`src/rtl/cv32e40x_pkg.sv`:
```
// Shared types and helpers for the CLIC-style interrupt controller.
package cv32e40x_pkg;

  typedef enum logic {
    IDLE = 1'b0,
    REQ  = 1'b1
  } clic_state_e;

  // Width of a line id; kept at 1 or more so a degenerate configuration still elaborates.
  function automatic int clic_id_w(input int num_irq);
    return (num_irq > 1) ? $clog2(num_irq) : 1;
  endfunction

endpackage

```
`src/rtl/cv32e40x_clic_arbiter.sv`:
```
// Combinational priority tree: picks the eligible line with the highest priority, highest index on ties.
module cv32e40x_clic_arbiter
  import cv32e40x_pkg::*;
#(
  parameter  int NUM_IRQ   = 64,
  parameter  int PRIO_BITS = 3,
  localparam int ID_W      = clic_id_w(NUM_IRQ)
) (
  input  logic [NUM_IRQ-1:0]           elig_i,
  input  logic [NUM_IRQ*PRIO_BITS-1:0] prio_i,
  output logic                         any_o,
  output logic [ID_W-1:0]              id_o,
  output logic [PRIO_BITS-1:0]         prio_o
);

  localparam int N2 = 1 << ID_W;

  for (genvar l = 0; l <= ID_W; l++) begin : g_lvl
    localparam int W = N2 >> l;
    logic [W-1:0]                vld;
    logic [W-1:0][PRIO_BITS-1:0] pri;
    logic [W-1:0][ID_W-1:0]      idx;

    if (l == 0) begin : g_leaf
      for (genvar n = 0; n < W; n++) begin : g_n
        if (n < NUM_IRQ) begin : g_real
          assign vld[n] = elig_i[n];
          assign pri[n] = prio_i[n*PRIO_BITS +: PRIO_BITS];
        end else begin : g_pad
          assign vld[n] = 1'b0;
          assign pri[n] = '0;
        end
        assign idx[n] = ID_W'(n);
      end
    end else begin : g_node
      for (genvar n = 0; n < W; n++) begin : g_n
        logic pick_r;
        // The right child always holds the higher indices, so >= resolves ties towards them.
        assign pick_r = g_lvl[l-1].vld[2*n+1] &
                        (~g_lvl[l-1].vld[2*n] |
                         (g_lvl[l-1].pri[2*n+1] >= g_lvl[l-1].pri[2*n]));
        assign vld[n] = g_lvl[l-1].vld[2*n] | g_lvl[l-1].vld[2*n+1];
        assign pri[n] = pick_r ? g_lvl[l-1].pri[2*n+1] : g_lvl[l-1].pri[2*n];
        assign idx[n] = pick_r ? g_lvl[l-1].idx[2*n+1] : g_lvl[l-1].idx[2*n];
      end
    end
  end

  assign any_o  = g_lvl[ID_W].vld[0];
  assign id_o   = g_lvl[ID_W].idx[0];
  assign prio_o = g_lvl[ID_W].pri[0];

endmodule

```
`src/rtl/cv32e40x_clic_int_controller.sv`:
```
// Level/edge interrupt controller: synchronises lines, latches edges, arbitrates against a
// threshold and holds one registered request until ack, withdrawal or preemption.
module cv32e40x_clic_int_controller
  import cv32e40x_pkg::*;
#(
  parameter  int                 NUM_IRQ    = 64,
  parameter  int                 PRIO_BITS  = 3,
  parameter  logic [NUM_IRQ-1:0] IRQ_MASK_P = '1,
  localparam int                 ID_W       = clic_id_w(NUM_IRQ)
) (
  input  logic                         clk,
  input  logic                         rst,
  input  logic [NUM_IRQ-1:0]           irq_i,
  input  logic [NUM_IRQ-1:0]           irq_en_i,
  input  logic [NUM_IRQ-1:0]           irq_edge_i,
  input  logic [NUM_IRQ*PRIO_BITS-1:0] irq_prio_i,
  input  logic [PRIO_BITS-1:0]         irq_thresh_i,
  input  logic                         m_ie_i,
  input  logic                         irq_ack_i,
  output logic                         irq_req_ctrl_o,
  output logic [ID_W-1:0]              irq_id_ctrl_o,
  output logic [PRIO_BITS-1:0]         irq_prio_ctrl_o,
  output logic                         irq_wu_ctrl_o,
  output logic [NUM_IRQ-1:0]           mip_o
);

  logic [NUM_IRQ-1:0]   irq_q, irq_q2;
  logic [NUM_IRQ-1:0]   epend_q, epend_d, epend_clr;
  logic [NUM_IRQ-1:0]   edge_det, pend, elig;
  clic_state_e          state_q, state_d;
  logic [ID_W-1:0]      id_q, id_d;
  logic [PRIO_BITS-1:0] prio_q, prio_d;
  logic                 win_any;
  logic [ID_W-1:0]      win_id;
  logic [PRIO_BITS-1:0] win_prio;

  // Wake-up bypasses the synchroniser so a clock-gated core can be woken.
  assign irq_wu_ctrl_o = |(irq_i & irq_en_i & IRQ_MASK_P);

  assign edge_det = irq_q & ~irq_q2;
  assign pend     = (irq_edge_i & (epend_q | edge_det)) | (~irq_edge_i & irq_q);
  assign mip_o    = pend;
  // A fresh edge ORed in after the clear makes set win over a same-cycle ack.
  assign epend_d  = (epend_q & ~epend_clr) | edge_det;

  always_comb begin
    elig = '0;
    for (int k = 0; k < NUM_IRQ; k++) begin
      elig[k] = pend[k] & irq_en_i[k] & m_ie_i &
                (irq_prio_i[k*PRIO_BITS +: PRIO_BITS] > irq_thresh_i);
    end
  end

  cv32e40x_clic_arbiter #(
    .NUM_IRQ   (NUM_IRQ),
    .PRIO_BITS (PRIO_BITS)
  ) u_arbiter (
    .elig_i (elig),
    .prio_i (irq_prio_i),
    .any_o  (win_any),
    .id_o   (win_id),
    .prio_o (win_prio)
  );

  always_comb begin
    // NOTE: every output of this block gets a default first so no path leaves one unassigned (no latches).
    state_d   = state_q;
    id_d      = id_q;
    prio_d    = prio_q;
    epend_clr = '0;
    unique case (state_q)
      IDLE: begin
        if (win_any) begin
          state_d = REQ;
          id_d    = win_id;
          prio_d  = win_prio;
        end
      end
      REQ: begin
        if (irq_ack_i) begin
          state_d   = IDLE;
          epend_clr = NUM_IRQ'(1) << id_q;
        end else if (!win_any) begin
          state_d = IDLE;
        end else if ((win_prio > prio_q) || !elig[id_q]) begin
          id_d   = win_id;
          prio_d = win_prio;
        end
      end
      default: state_d = IDLE;
    endcase
  end

  // NOTE: sequential state uses non-blocking assignments so every flop samples pre-edge values.
  always_ff @(posedge clk or posedge rst) begin
    if (rst) begin
      irq_q   <= '0;
      irq_q2  <= '0;
      epend_q <= '0;
      state_q <= IDLE;
      id_q    <= '0;
      prio_q  <= '0;
    end else begin
      irq_q   <= irq_i & IRQ_MASK_P;
      irq_q2  <= irq_q;
      epend_q <= epend_d;
      state_q <= state_d;
      id_q    <= id_d;
      prio_q  <= prio_d;
    end
  end

  assign irq_req_ctrl_o  = (state_q == REQ);
  assign irq_id_ctrl_o   = id_q;
  assign irq_prio_ctrl_o = prio_q;

endmodule

```
`config.mk`:
```
export PLATFORM = sky130hd
export DESIGN_NAME = cv32e40x_clic_int_controller
export DESIGN_NICKNAME = d
export VERILOG_FILES = /design/src/rtl/cv32e40x_pkg.sv /design/src/rtl/cv32e40x_clic_arbiter.sv /design/src/rtl/cv32e40x_clic_int_controller.sv
export SDC_FILE = /design/constraint.sdc
export NUM_CORES = 1
export LEC_CHECK = 0
export CORE_UTILIZATION = 31
export DETAILED_ROUTE_END_ITERATION = 7
export GPL_ROUTABILITY_DRIVEN = 1
export SYNTH_ARGS = -nofsm -noshare
export SYNTH_HDL_FRONTEND = slang
export SYNTH_SLANG_ARGS = --single-unit
```
`constraint.sdc`:
```
create_clock -name clk -period 17.2 [get_ports clk]
set_input_delay 1.72 -clock clk [delete_from_list [all_inputs] [get_ports clk]]
set_output_delay 1.72 -clock clk [all_outputs]
set_load 0.02 [all_outputs]
```
* Word level (Yosys, flattened, before mapping)
Cells that the tools add are included.
Storage, ports and cells: bits in registers 202, latch bits 0, RAM bits 0, memory bits (read-only) 0, bits of input ports 391, memories kept 0
Cells by class: $add $sub $neg 0, multiply operators 0, divide/modulo/power cells 0, $lt $le $gt $ge 129, equal/unequal tests 4, shifts and indexed selects 1, mux-type cells 143, bitwise logic cells 456, reductions and logical operators 4
Operators with widths (count):
- $and A64 B64 Y64 | 5
- $and A1 B1 Y1 | 255
- $mux W6 | 35
- $mux W3 | 67
- $gt A3 B3 Y1 | 65
- $not A64 Y64 | 3
- $or A64 B64 Y64 | 3
- $ge A3 B3 Y1 | 63
- $mux W64 | 2
- $or A1 B1 Y1 | 126
- $not A1 Y1 | 64
- $reduce_or A64 Y1 | 1
- $shl A1 B6 Y64 const A | 1
- $mux W1 | 35
- $pmux W6 S2 | 1
- $lt A6 B7 Y1 const B | 1
- $bmux W1 S6 | 1
- $pmux W3 S2 | 1
- $ne A2 B1 Y1 const B | 2
- $ne A2 B2 Y1 const B | 2
- $reduce_and A4 Y1 | 1
- $pmux W1 S2 | 1
- $logic_not A1 Y1 | 1
- $logic_or A1 B1 Y1 | 1

* Logic depth before layout (Yosys ltp)
Gate-level depths: netlist of run 1.
depth after elaboration 38, gate-level depth with buffers 58, gate-level depth less buffers 57

* By module
Synthesis of run 1 repeated with hierarchy kept, for this count alone.
Unflattened totals: cells, all modules 2626, area total of the unflattened synthesis 21589.5 um^2
By module, submodules not included:
- cv32e40x_clic_int_controller | instances 1, cells each 1414, area an instance 13152.6 um^2
- cv32e40x_clic_arbiter | instances 1, cells each 1212, area an instance 8436.8 um^2

* Worst setup path before layout of run 1
OpenSTA, ideal clock, no wires.
path type input port to flip-flop, from in irq_thresh_i[1], to reg id_q[1], in the netlist irq_id_ctrl_o[1], setup time 0.065 ns, arrival time 12.600 ns, setup slack 4.535 ns, stages 53, cell sequence inv_1 -> ha_1 -> nor2b_1 -> o21a_1 -> o211ai_1 -> a211oi_1 -> nor2_1 -> mux2i_1 -> inv_1 -> ha_1 -> nand2b_1 -> a21o_1 -> a21o_1 -> o21ai_1 -> mux2i_1 -> inv_1 -> ha_1 -> nand2b_1 -> [17 not listed] -> a21oi_4 -> mux2i_1 -> inv_1 -> ha_1 -> nand2b_1 -> a21o_1 -> a211oi_1 -> or2_2 -> mux2_2 -> ha_1 -> o21a_1 -> o21ai_0 -> nand2_1 -> o21ai_2 -> nand2b_1 -> inv_1 -> o21ai_0 -> o221a_2
Between the ends: longest elaborated chain between the ends 30
RTL lines:
- start: declaration | RTL line cv32e40x_clic_int_controller.sv:17 | input logic [PRIO_BITS-1:0] irq_thresh_i,
- $gt A3 B3 Y1 | RTL line cv32e40x_clic_int_controller.sv:50 | (irq_prio_i[k*PRIO_BITS +: PRIO_BITS] > irq_thresh_i);
- $and A1 B1 Y1 | RTL line cv32e40x_clic_int_controller.sv:49 | elig[k] = pend[k] & irq_en_i[k] & m_ie_i &
- $not A1 Y1 | RTL line cv32e40x_clic_arbiter.sv:40 | (~g_lvl[l-1].vld[2*n] |
- $or A1 B1 Y1 | RTL line cv32e40x_clic_arbiter.sv:40
- $and A1 B1 Y1 | RTL line cv32e40x_clic_arbiter.sv:39 | assign pick_r = g_lvl[l-1].vld[2*n+1] &
- $mux W3 | RTL line cv32e40x_clic_arbiter.sv:43 | assign pri[n] = pick_r ? g_lvl[l-1].pri[2*n+1] : g_lvl[l-1].pri[2*n];
- $ge A3 B3 Y1 | RTL line cv32e40x_clic_arbiter.sv:41 | (g_lvl[l-1].pri[2*n+1] >= g_lvl[l-1].pri[2*n]));
- $or A1 B1 Y1 | RTL line cv32e40x_clic_arbiter.sv:40
- [14 not listed]
- $ge A3 B3 Y1 | RTL line cv32e40x_clic_arbiter.sv:41
- $or A1 B1 Y1 | RTL line cv32e40x_clic_arbiter.sv:40
- $and A1 B1 Y1 | RTL line cv32e40x_clic_arbiter.sv:39
- $mux W3 or $mux W6 (tied branches) | RTL line cv32e40x_clic_arbiter.sv:43, cv32e40x_clic_arbiter.sv:44
- $gt A3 B3 Y1 or $mux W6 (tied branches) | RTL line cv32e40x_clic_int_controller.sv:85 | end else if ((win_prio > prio_q) || !elig[id_q]) begin
- $logic_or A1 B1 Y1 or $mux W6 (tied branches) | RTL line cv32e40x_clic_int_controller.sv:85, cv32e40x_clic_int_controller.sv:83
- $ne A2 B1 Y1 (no line) or $mux W6 (tied branches)
- $reduce_and A4 Y1 (no line) or $pmux W6 S2 (tied branches)
- end signal: assignment | RTL line cv32e40x_clic_int_controller.sv:108 | id_q <= id_d;
- end: declaration | RTL line cv32e40x_clic_int_controller.sv:31 | logic [ID_W-1:0] id_q, id_d;
Several ways; a longest one is shown, not always the timed one. The select of a mux whose other input is x is not followed. A chain may end at the register's enable or synchronous reset.

* Worst setup path in the final report of run 1
Same ends and word-level chain as after synthesis.

==> results of run 1 <==
==> cells in the mapped netlist, drive strengths merged (64+ instances only) <==
| cell type | number | area share |
|---|---|---|
| a22o | 77 | 0.032 |
| a31oi | 74 | 0.023 |
| inv | 264 | 0.047 |
| mux2i | 97 | 0.048 |
| o21ai | 190 | 0.046 |
| nor2 | 109 | 0.019 |
| nand2 | 222 | 0.040 |
| nor2b | 82 | 0.024 |
| ha | 354 | 0.21 |
| a21oi | 127 | 0.031 |
| nand2b | 64 | 0.019 |
| dfrtp | 202 | 0.24 |
==> sequential cells by signal, indices dropped and copies added (netlist names) <==
register,flops
epend_q,64
irq_prio_ctrl_o,3
irq_q2,64
irq_id_ctrl_o,6
irq_q,64
irq_req_ctrl_o,1
==> placed cells by master (no fill, tap or decap), types with 33 or more instances in the layout <==
cell,netlist,final
o21ai_0,173,173
ha_1,354,354
nand3_1,42,42
o21a_1,55,55
a31oi_1,71,71
o211a_1,33,33
nand2b_1,64,64
a21oi_1,123,123
inv_1,264,261
mux2i_1,93,93
nor2_1,109,109
nor2b_1,82,82
a22o_1,77,77
o211ai_1,35,35
clkdlybuf4s50_1,0,463
dfrtp_1,202,202
a21o_1,51,51
nand2_1,217,217
==> how the worst max path moves through the flow <==
stage,startpoint,endpoint
finish,irq_thresh_i[1],irq_id_ctrl_o[1]$_DFFE_PP0P_
global route,irq_thresh_i[1],irq_id_ctrl_o[1]$_DFFE_PP0P_
CTS,irq_thresh_i[1],irq_id_ctrl_o[1]$_DFFE_PP0P_
detailed placement,irq_thresh_i[1],irq_id_ctrl_o[1]$_DFFE_PP0P_
global placement,irq_thresh_i[1],irq_id_ctrl_o[1]$_DFFE_PP0P_
floorplan,irq_thresh_i[1],irq_id_ctrl_o[1]$_DFFE_PP0P_
==> logic make-up after synthesis <==
logic type	Yosys count	synth area share
AOI/OAI and AO/OA	809	0.273
adders and majority gates	363	0.214
buffers and inverters	291	0.0549
DFF	202	0.239
muxes	142	0.0775
and+or+nand+nor	613	0.142
==> per-layer routing <==
layer | up-vias | global-route usage
li1 | 9943 | -
met1 | 9771 | 0.339
met2 | 696 | 0.420
met3 | 150 | 0.0435
met4 | 18 | 0.0860
met5 | - | 0
==> layout make-up <==
type	count	area, um2	share of cell area
multi-input combinational	1927	14900	0.537
sequential	202	5050	0.182
timing repair buffer	484	4790	0.172
tap	873	1090	0.0393
inverter	264	998	0.0359
clock buffer	33	771	0.0277
clock inverter	13	153	0.00549
antenna	4	10.0	0.000360
==> report_power, final <==
group | total (mW) | switching, mW | internal, mW
sequential | 0.557 | 0.0405 | 0.517
clock | 0.598 | 0.238 | 0.360
combinational | 1.16 | 0.693 | 0.468
==> through the flow <==
step	cell area, um2	utilization	hold slack, ps
CTS	27800	0.413	397
global placement	26900	0.399	384
floorplan	21100	-	365
detailed placement	26900	0.399	385
global route	27800	0.413	410
finish	27800	0.413	393
==> worst max-delay path: cells and delay by family <==
kind / cells / cell delay [ps]
compound gates: 20 / 5050
fa+ha+maj: 8 / 2270
simple gates: 14 / 2240
buf+inv: 7 / 1470
mux: 4 / 1390
==> run metrics, run 1 <==
status finished, final reports clean; Yosys Warn Count 0; critical path class input pin to flop; Layout area overhead 31.4%; post-CTS setup buffers 0; synthesized area about 21,000 um2; worst r2r src irq_q[21]$_DFF_PP0_; CTS hold repair buffers 0; 1st-iter DRT viols 1,442; Syn Inst Count ~2,400; Register-to-Register Path Depth 53; Rel. slew slack 0.245; fin crit period 13,710 ps; WL final around 91 mm; max cap viols 0; register area share after synthesis 0.239; CTS tree yes; WL met2 approximately 41 mm; count of cell types in the netlist about 110; first-pass GRT wire length roughly 130 mm; hpwl dp 74.5 mm; full die area 69,300 um2; met1 WL around 41 mm; CTS H-Tree Depth 1; syn nets between 3,000 and 4,000; I/O pin cnt 466; Port Buf Inserts 465; CTS clock-pin slew for the worst setup and hold paths approximately 60 ps; dpl cells 3,750; CP Launch Type input pin; Critical Path Max Stage Delay 750 ps; Detail Route Antenna Nets 0; drt drc 0; number of flops mapped to enable cells by yosys 0; Tcrit/Tclk final 0.797; share of cells above drive strength 1 0.0671; Max Fanout on Critical Path 29; Post-synth top flop dfrtp_1; Placer Congestion between 0.9 and 1; RSZ-0062 raised after global routing false; met3 WL post-DR around 5.6 mm; per-cell routed wire length 23.9 um; Initial Util 0.314; Hold Startpoint irq_q[5]$_DFF_PP0_; cell area power density approximately 83 nW/um2; via count 20,578; Die Y roughly 260 um; Clock Latency Late Sink 580 ps; # fillers 6,650; crit end category flop; post-synthesis register bit count approximately 200; Layout Nets 3,652; Worst-Margin Slew 1130 ps; syn avg cell area 8.74 um2; Achievable Freq 73.0 MHz; Worst EP arrival 14,230 ps; Core ar. approximately 67,000 um2; setup TNS 0 ps; Remaining Overflow, GRT 0; largest net degree at the start of global routing 92; skew final ~15 ps; Root Buffer clkbuf_16; CTS sink count approximately 200; number of global-route vias before repair 19,880; CTS Buf Count 28; pre-CTS WS 3030 ps; Static Leak 13.0 nW; Async S/R FF share, synth 1.00; initial antenna violation count 15; hold depth 0; Top cell by count, worst path ha_1; GR Util All Layers 0.256; worst hold path endpoint irq_q2[5]$_DFF_PP0_; Final Slew Violations 0; final setup violation count 0; post-cts sizing count 0; Fin. Hold Viols 0; R2R Setup Slk 5660 ps; Final Power ~2.3 mW; die width 263 um; WP data required approximately 18,000 ps; VDD IR max roughly 0.087 mV; fin cells 3,800; drt via density 5.42; RR Endpoint irq_id_ctrl_o[1]$_DFFE_PP0P_; Tightest Hold Check Type flop to flop; Max Used Layer met5; Setup WS post-layout about 3500 ps; Longest Clk Path Bufs 3; drt first pass iters 5; slowest CP cell o31ai_1; # rows 95
Note: power is estimated with default switching activity, not from simulation.
==> run 2, diff against run 1 <==
==> constraint.sdc (replaced) <==
create_clock -name clk -period 12.37 [get_ports clk]
set_input_delay 1.237 -clock clk [delete_from_list [all_inputs] [get_ports clk]]
set_output_delay 1.237 -clock clk [all_outputs]
set_load 0.02 [all_outputs]
==> run metrics, run 2 (same netlist as run 1, synthesis figures left out) <==
pre-CTS WS 290 ps; CTS hold repair buffers 0; fin cells approximately 3,900; via count roughly 21,000; Initial Util 0.314; Die Y between 200 and 300 um; Static Leak about 13 nW; most frequent cells in the layout clkdlybuf4s50_1, ha_1, inv_1, nand2_1, dfrtp_1; initial antenna violation count 21; CTS H-Tree Depth 1; GR Util All Layers 0.260; crit end category flop; Max Fanout on Critical Path 11; Detail Route Antenna Nets 0; max cap viols 0; Top cell by count, worst path ha_1; skew final between 20 and 25 ps; Sw Share 0.411; drt via density around 5.4; Root Buffer clkbuf_16; CTS clock-pin slew for the worst setup and hold paths around 60 ps; drt drc 0; full die area ~69,000 um2; share of cells above drive strength 1 0.0827; WP data required around 13,000 ps; Clk pwr share 0.270; number of global-route vias before repair between 20,000 and 25,000; Rel. slew slack 0.286; VDD IR max ~0.099 mV; Remaining Overflow, GRT 0; critical path class input pin to flop; status finished, final reports clean; 1st-iter DRT viols roughly 1,500; Clock Latency Late Sink 590 ps; dpl cells 3,796; hpwl dp 75.8 mm; Setup WS post-layout roughly 830 ps; Tcrit/Tclk final 0.933; # fillers approximately 6,700; combinational power share 0.503; Placer Congestion between 0.9 and 1; Final Power roughly 3.4 mW; slowest CP cell a2111oi_2; Core ar. around 67,000 um2; Critical Path Max Stage Delay approximately 460 ps; Worst-Margin Slew approximately 1100 ps; RSZ-0062 raised after global routing false; CP Launch Type input pin; Layout Nets ~3,700; final hold slack 391 ps; Sequential Power Share 0.227; per-cell routed wire length 23.9 um; setup TNS 0 ps; CTS Buf Count 29; cell area power density ~120 nW/um2; Achievable Freq 86.6 MHz; largest net degree at the start of global routing 98; Longest Clk Path Bufs 3; CTS tree yes; switching power total between 1 and 1.5 mW; Tightest Hold Check Type flop to flop; Port Buf Inserts 465; # rows 95; most common cell after layout, fill and taps aside clkdlybuf4s50_1; CTS sink count just over 200; drt first pass iters 7; Internal ~2 mW; Regs by FF count epend_q: 64 flops, irq_q2: 64 flops, irq_q: 64 flops; first-pass GRT wire length roughly 130 mm; fin crit period ~12,000 ps; Layout area overhead 33.7%; Final Slew Violations 0; Worst EP arrival approximately 12,000 ps; Fin. Hold Viols 0; I/O pin cnt approximately 470; final setup violation count 0; WL final 92.0 mm; die width roughly 260 um
## run 2: cell count changes in the layout (fill, tap and decap cells not counted), sizes merged
cell | previous run | this run
diode | 4 | 6
clkinv | 7 | 6
bufinv | 3 | 5
inv | 265 | 264
buf | 21 | 68
clkbuf | 33 | 38
## run 2: final cells by class
| cell class | instances | area [um2] | share of cell area |
|---|---|---|---|
| multi-input cells | 1927 | 14900 | 0.528 |
| repair buffers | 531 | 5170 | 0.183 |
| flip-flops and latches | 202 | 5050 | 0.179 |
| well taps | 873 | 1090 | 0.0386 |
| inverters | 264 | 998 | 0.0353 |
| clock buffers | 38 | 810 | 0.0286 |
| clock inverters | 13 | 206 | 0.00730 |
| diodes | 6 | 15.0 | 0.000531 |
## run 2: critical path: cells and delay by family
family | cells | cell delay, ps
AOI/OAI and AO/OA | 21 | 4170
adders and majority gates | 8 | 2290
and+or+nand+nor | 16 | 2270
buffers and inverters | 8 | 1260
muxes | 3 | 800
## run 2: per-layer routing
layer	global-route usage	vias up	part of all wire
li1	-	10025	-
met1	0.352	9876	0.46
met2	0.423	658	0.45
met3	0.0367	129	0.056
met4	0.0857	18	0.032
met5	0	-	0.0011
## run 2: power by group through the flow
stage | combinational, mW | sequential, mW | clock (mW)
finish | 1.71 | 0.772 | 0.916
global route | 1.85 | 0.777 | 0.961
CTS | 1.70 | 0.771 | 0.939
detailed placement | 1.69 | 0.781 | 0
global placement | 1.69 | 0.781 | 0
floorplan | 0.924 | 0.776 | 0
## run 2: path summary, 6_finish.rpt
| kind | cells past startpoint | end | startpoint | slack [ps] |
|---|---|---|---|---|
| hold reg to reg | 0 | irq_q2[42]$_DFF_PP0_ | irq_q[42]$_DFF_PP0_ | 390 |
| setup reg to reg | 55 | irq_id_ctrl_o[1]$_DFFE_PP0P_ | irq_q[21]$_DFF_PP0_ | 2090 |
| min in group asynchronous | 2 | irq_q[9]$_DFF_PP0_ | rst | 1160 |
| max in group asynchronous | 3 | epend_q[44]$_DFF_PP0_ | rst | 9870 |
| hold / removal | 0 | irq_q2[42]$_DFF_PP0_ | irq_q[42]$_DFF_PP0_ | 390 |
| setup / recovery | 56 | irq_id_ctrl_o[1]$_DFFE_PP0P_ | irq_thresh_i[1] | 830 |
## run 2: what timing repair did
action / 4_1_cts / 5_1_grt
resized for setup: 0 / 3
endpoints found under the setup margin: 0 / 8
setup buffers: 0 / 1
## run 2: stage by stage
stage,instance area [um2],utilization
floorplan,21100,-
global placement,27200,0.405
detailed placement,27200,0.405
CTS,28200,0.420
global route,28300,0.420
finish,28300,0.420
